$ cat src/rtl/mvau_weight_fetch.sv
// mvau_weight_fetch: per-PE weight streaming stage.
// Issues weight memory read addresses in order 0..WMEM_DEPTH-1 (wrapping),
// captures the returned SIMD*TW-bit word and presents it on a valid/ready
// stream. Addresses advance only when a read is issued, so backpressure never
// drops or duplicates a word.
//
// Optional feature macro: MVAU_WMEM_REG_RD_EN
//   undefined : combinational memory read, single output register
//   defined   : registered memory read (data one cycle after address), one
//               in-flight read tracked, 2-entry FIFO drives the stream
//
// Ports:
//   clk, rst   clock, synchronous active-high reset
//   en         enable issuing new reads
//   wmem_addr  weight memory read address
//   wmem_in    weight memory read data
//   out_wgt    weight word to compute datapath
//   out_v      out_wgt valid
//   out_rdy    downstream accepts out_wgt
//   out_last   word came from address WMEM_DEPTH-1
module mvau_weight_fetch #(
    parameter int unsigned SIMD         = 2,
    parameter int unsigned TW           = 1,
    parameter int unsigned WMEM_DEPTH   = 4,
    parameter int unsigned WMEM_ADDR_BW = 2
) (
    input  logic                      clk,
    input  logic                      rst,
    input  logic                      en,
    output logic [WMEM_ADDR_BW-1:0]   wmem_addr,
    input  logic [SIMD*TW-1:0]        wmem_in,
    output logic [SIMD*TW-1:0]        out_wgt,
    output logic                      out_v,
    input  logic                      out_rdy,
    output logic                      out_last
);

    localparam int unsigned DW = SIMD * TW;
    localparam logic [WMEM_ADDR_BW-1:0] LAST_ADDR = WMEM_ADDR_BW'(WMEM_DEPTH - 1);

    logic [WMEM_ADDR_BW-1:0] rd_addr;
    logic                    issue_c;
    logic                    at_last_c;
    logic                    take_c;

    assign at_last_c = (rd_addr == LAST_ADDR);
    assign take_c    = out_v && out_rdy;
    assign wmem_addr = rd_addr;

    // Read pointer: advances once per issued read, wraps after the last word
    always_ff @(posedge clk) begin
        if (rst) begin
            rd_addr <= '0;
        end else if (issue_c) begin
            rd_addr <= at_last_c ? '0 : rd_addr + WMEM_ADDR_BW'(1);
        end
    end

`ifdef MVAU_WMEM_REG_RD_EN

    logic          inflight;
    logic          inflight_last;
    logic [1:0]    count;
    logic          wr_ptr;
    logic          rd_ptr;
    logic [DW-1:0] fifo_wgt [2];
    logic [1:0]    fifo_last;
    logic          push_c;

    // Issue only if the FIFO can still absorb this read once it returns,
    // counting the read already in flight and the word leaving this cycle.
    assign push_c  = inflight;
    assign issue_c = en && ((3'(count) + 3'(inflight) - 3'(take_c)) < 3'd2);

    // In-flight tracker and 2-entry FIFO
    always_ff @(posedge clk) begin
        if (rst) begin
            inflight      <= 1'b0;
            inflight_last <= 1'b0;
            count         <= '0;
            wr_ptr        <= 1'b0;
            rd_ptr        <= 1'b0;
            fifo_last     <= '0;
            for (int i = 0; i < 2; i++) begin
                fifo_wgt[i] <= '0;
            end
        end else begin
            inflight <= issue_c;
            if (issue_c) begin
                inflight_last <= at_last_c;
            end
            if (push_c) begin
                fifo_wgt[wr_ptr]  <= wmem_in;
                fifo_last[wr_ptr] <= inflight_last;
                wr_ptr            <= ~wr_ptr;
            end
            if (take_c) begin
                rd_ptr <= ~rd_ptr;
            end
            count <= count + 2'(push_c) - 2'(take_c);
        end
    end

    assign out_v    = (count != 2'd0);
    assign out_wgt  = fifo_wgt[rd_ptr];
    assign out_last = fifo_last[rd_ptr];

`else

    // Load whenever the output register is empty or being drained this cycle
    assign issue_c = en && (!out_v || out_rdy);

    // Single output register
    always_ff @(posedge clk) begin
        if (rst) begin
            out_wgt  <= '0;
            out_v    <= 1'b0;
            out_last <= 1'b0;
        end else if (issue_c) begin
            out_wgt  <= wmem_in;
            out_v    <= 1'b1;
            out_last <= at_last_c;
        end else if (take_c) begin
            out_v <= 1'b0;
        end
    end

`endif

endmodule

$ cat config.mk
export PLATFORM = sky130hd
export DESIGN_NAME = mvau_weight_fetch
export DESIGN_NICKNAME = d
export VERILOG_FILES = /design/src/rtl/mvau_weight_fetch.sv
export SDC_FILE = /design/constraint.sdc
export NUM_CORES = 1
export LEC_CHECK = 0
export BUFFER_PORTS_ARGS = -buffer_cell sky130_fd_sc_hd__buf_4
export CORE_AREA = 2 2 39 41
export CTS_BUF_LIST = sky130_fd_sc_hd__clkbuf_8 sky130_fd_sc_hd__clkbuf_16
export DETAILED_ROUTE_END_ITERATION = 6
export DIE_AREA = 0 0 41 43
export SYNTH_ARGS = -nofsm -noshare
export SYNTH_HDL_FRONTEND = slang
export SYNTH_SLANG_ARGS = --single-unit
$ cat constraint.sdc
create_clock -name clk -period 2.4 [get_ports clk]
set_input_delay 0 -clock clk [delete_from_list [all_inputs] [get_ports clk]]
set_output_delay 0 -clock clk [all_outputs]
set_load 0.03 [all_outputs]
==> flow_summary.ini <==
[global_routing]
grt_first_pass_wirelength_microns = 959
grt_use_total = 0.0926
grt_max_degree = 8
antenna_found_initial = 0
grt_pass1_vias = 227
gr-total-overflow = 0

[routing]
num_vias = 248
wirelength_microns = 575
route.detailed.drc = 0
drt_iter0_drc = 3
viasPerCell = 4.35
avgRoutedWirePerCell_microns = 10.1
dr.pass1.iters = 4
detail-route-antenna-nets = 0

[cts]
clk_pin_slew_ps = 40
ctsHoldBuffers = 1
clock_path_buffers = 2
root_buffer = clkbuf_8
clock_latency_ps = 220
cts_htree_levels = 1
cts_setup_buffers = 0
tritoncts.num_buffers = 3
clock-sinks = 6
ctsResizeCount = 0
cts_tree = done

[synthesis]
synth_area_leaders = dfxtp_1 52%, a21oi_1 13%, o21ai_0 11%
yosysSeqAreaShare = 0.519
muxShareOfSynthArea = 0
synth_top_family_by_area = compound AO/OA/AOI/OAI gates
syn_nets = 33
synth_area_sq_um = 231
syn_inst = 26
synth_edf_count = 0
yosys.area_share.adder = 0.0541
ys_warn_count = 0
synth_commonest_cells = 6 x a21oi_1, 6 x dfxtp_1, 5 x o21ai_0
async_reset_ff_frac = 0
synth_xor_area_frac = 0
yosys_most_used_dff = dfxtp_1
yosys.area_share.simple = 0.173
avgSynthCellArea_sq_um = 8.90
synth_compound_area_frac = 0.238
synth_top_area_frac = 0.519
yosysTopAreaCell = dfxtp_1
synth.distinct_cells = 9
yosys_register_bits = 6

[setup_path]
rr_worst_depth = 3
crit_path_top_delay_cell = or4_1
r2r_start = wmem_addr[0]
cpPeakStageDelay_ps = 500
crit_chain = ha_1, or4_1, a21oi_1
cp_max_fo = 4
crit_end = wmem_addr[0]
critPathLaunchType = flop
end_kind = flop
r2r-end = wmem_addr[0]
rrSetupSlack_ps = 1180
cp.arrival_ps = 1380
critPathKind = reg2reg
startpoint = wmem_addr[0]
cp.required_ps = 2550

[timing]
report.final.slew_viol_count = 0
finalSetupViolCount = 0
min_period_ps = 1220
slew_headroom = 0.772
rsz0062_at_grt = no
skew_ps = 1.01
tightestPinTransition_ps = 341
finalSetupTns_ps = 0
period_share = 0.509
max_freq_mhz = 818
timing_hold_violations_final = 0
holdWs_ps = 34.9

[placed_design]
dpl.hpwl_microns = 394
portBuffers = 11
gp_congestion = 0.754
dp.cells = 53

[hold_path]
min_path_type = in2reg

[floorplanning]
die_h_microns = 43
ios = 12
die_w_microns = 41
start_util = 0.167
die-area_sq_um = 1760
fp-row-count = 14
core_sq_um = 1380

[flow_run]
maxCapViolCount = 0

[finish]
area_growth_pct = 66.5
fin_cells = 57
insertedDiodeCount = 0
fillCellCount = 161
final_util = 0.278
fin_nets = 50
drive_above_1_share = 0.366

[run_status]
status = finished clean

[power]
vdd_drop_max_mv = 0.254
p_leak_nw = 0.168
power_density_nw_per_um2 = 791
p_total_mw = 0.305
-- metal layers --
layer / GRT usage / wire length [microns]
met1: 0.104 / 265
met2: 0.103 / 234
met3: 0.0785 / 58
met4: 0.0800 / 17
met5: 0 / 0
-- layout make-up --
| type | count | area [sq um] | share of cell area |
|---|---|---|---|
| Clock buffer | 3 | 41.3 | 0.107 |
| Multi-Input combinational cell | 19 | 108 | 0.279 |
| Timing Repair Buffer | 12 | 92.6 | 0.240 |
| Sequential cell | 6 | 120 | 0.312 |
| Inverter | 1 | 3.75 | 0.00974 |
| Tap cell | 16 | 20.0 | 0.0519 |
-- worst max-delay path: cells and delay by family (launching register included) --
family | cells | cell delay, ps
simple gates | 1 | 500
flops | 1 | 320
fa+ha+maj | 1 | 210
compound gates | 1 | 130
-- state kept, by name, indices dropped and copies added, names as in the netlist --
register / flops
out_v: 1
out_last: 1
out_wgt: 2
wmem_addr: 2
-- report_power, final --
part           internal [mW]  switching, mW
sequential             0.106        0.00362
clock                  0.108         0.0444
combinational         0.0188         0.0241
-- metrics by stage --
step	cell area [sq um]	setup WS, ps
6_report	385	1180
2_1_floorplan	231	1080
5_1_grt	385	1100
3_3_place_gp	334	1220
4_1_cts	385	1170
3_5_place_dp	334	1170
-- worst min-delay path by stage --
stage,startpoint,to,slack [ps],cells past startpoint
final,wmem_in[1],out_wgt[1],30,3
after global routing,wmem_in[0],out_wgt[0],50,3
after CTS,wmem_in[1],out_wgt[1],30,3
after detailed placement,rst,wmem_addr[1],220,2
after global placement,rst,wmem_addr[0],210,2
after floorplan,rst,out_last,70,1
-- placed cells by master, fill, tap and decap left out --
cell type      Yosys  routed
buf_4              0      11
ha_1               1       1
or4_1              1       1
nand2b_1           1       1
nand3_1            4       4
dlygate4sd3_1      0       1
a21oi_1            6       6
o21ai_0            5       5
clkbuf_8           0       3
nor2b_1            1       1
dfxtp_1            6       6
inv_2              1       1
-- kinds of logic (layout without fill, tap and decap cells) --
kind of cell / after synthesis / count (layout)
compound gates: 11 / 11
fa+ha+maj: 1 / 1
simple gates: 7 / 7
buf+inv: 1 / 16
flops: 6 / 6
Power figures use the tool's default switching activity.
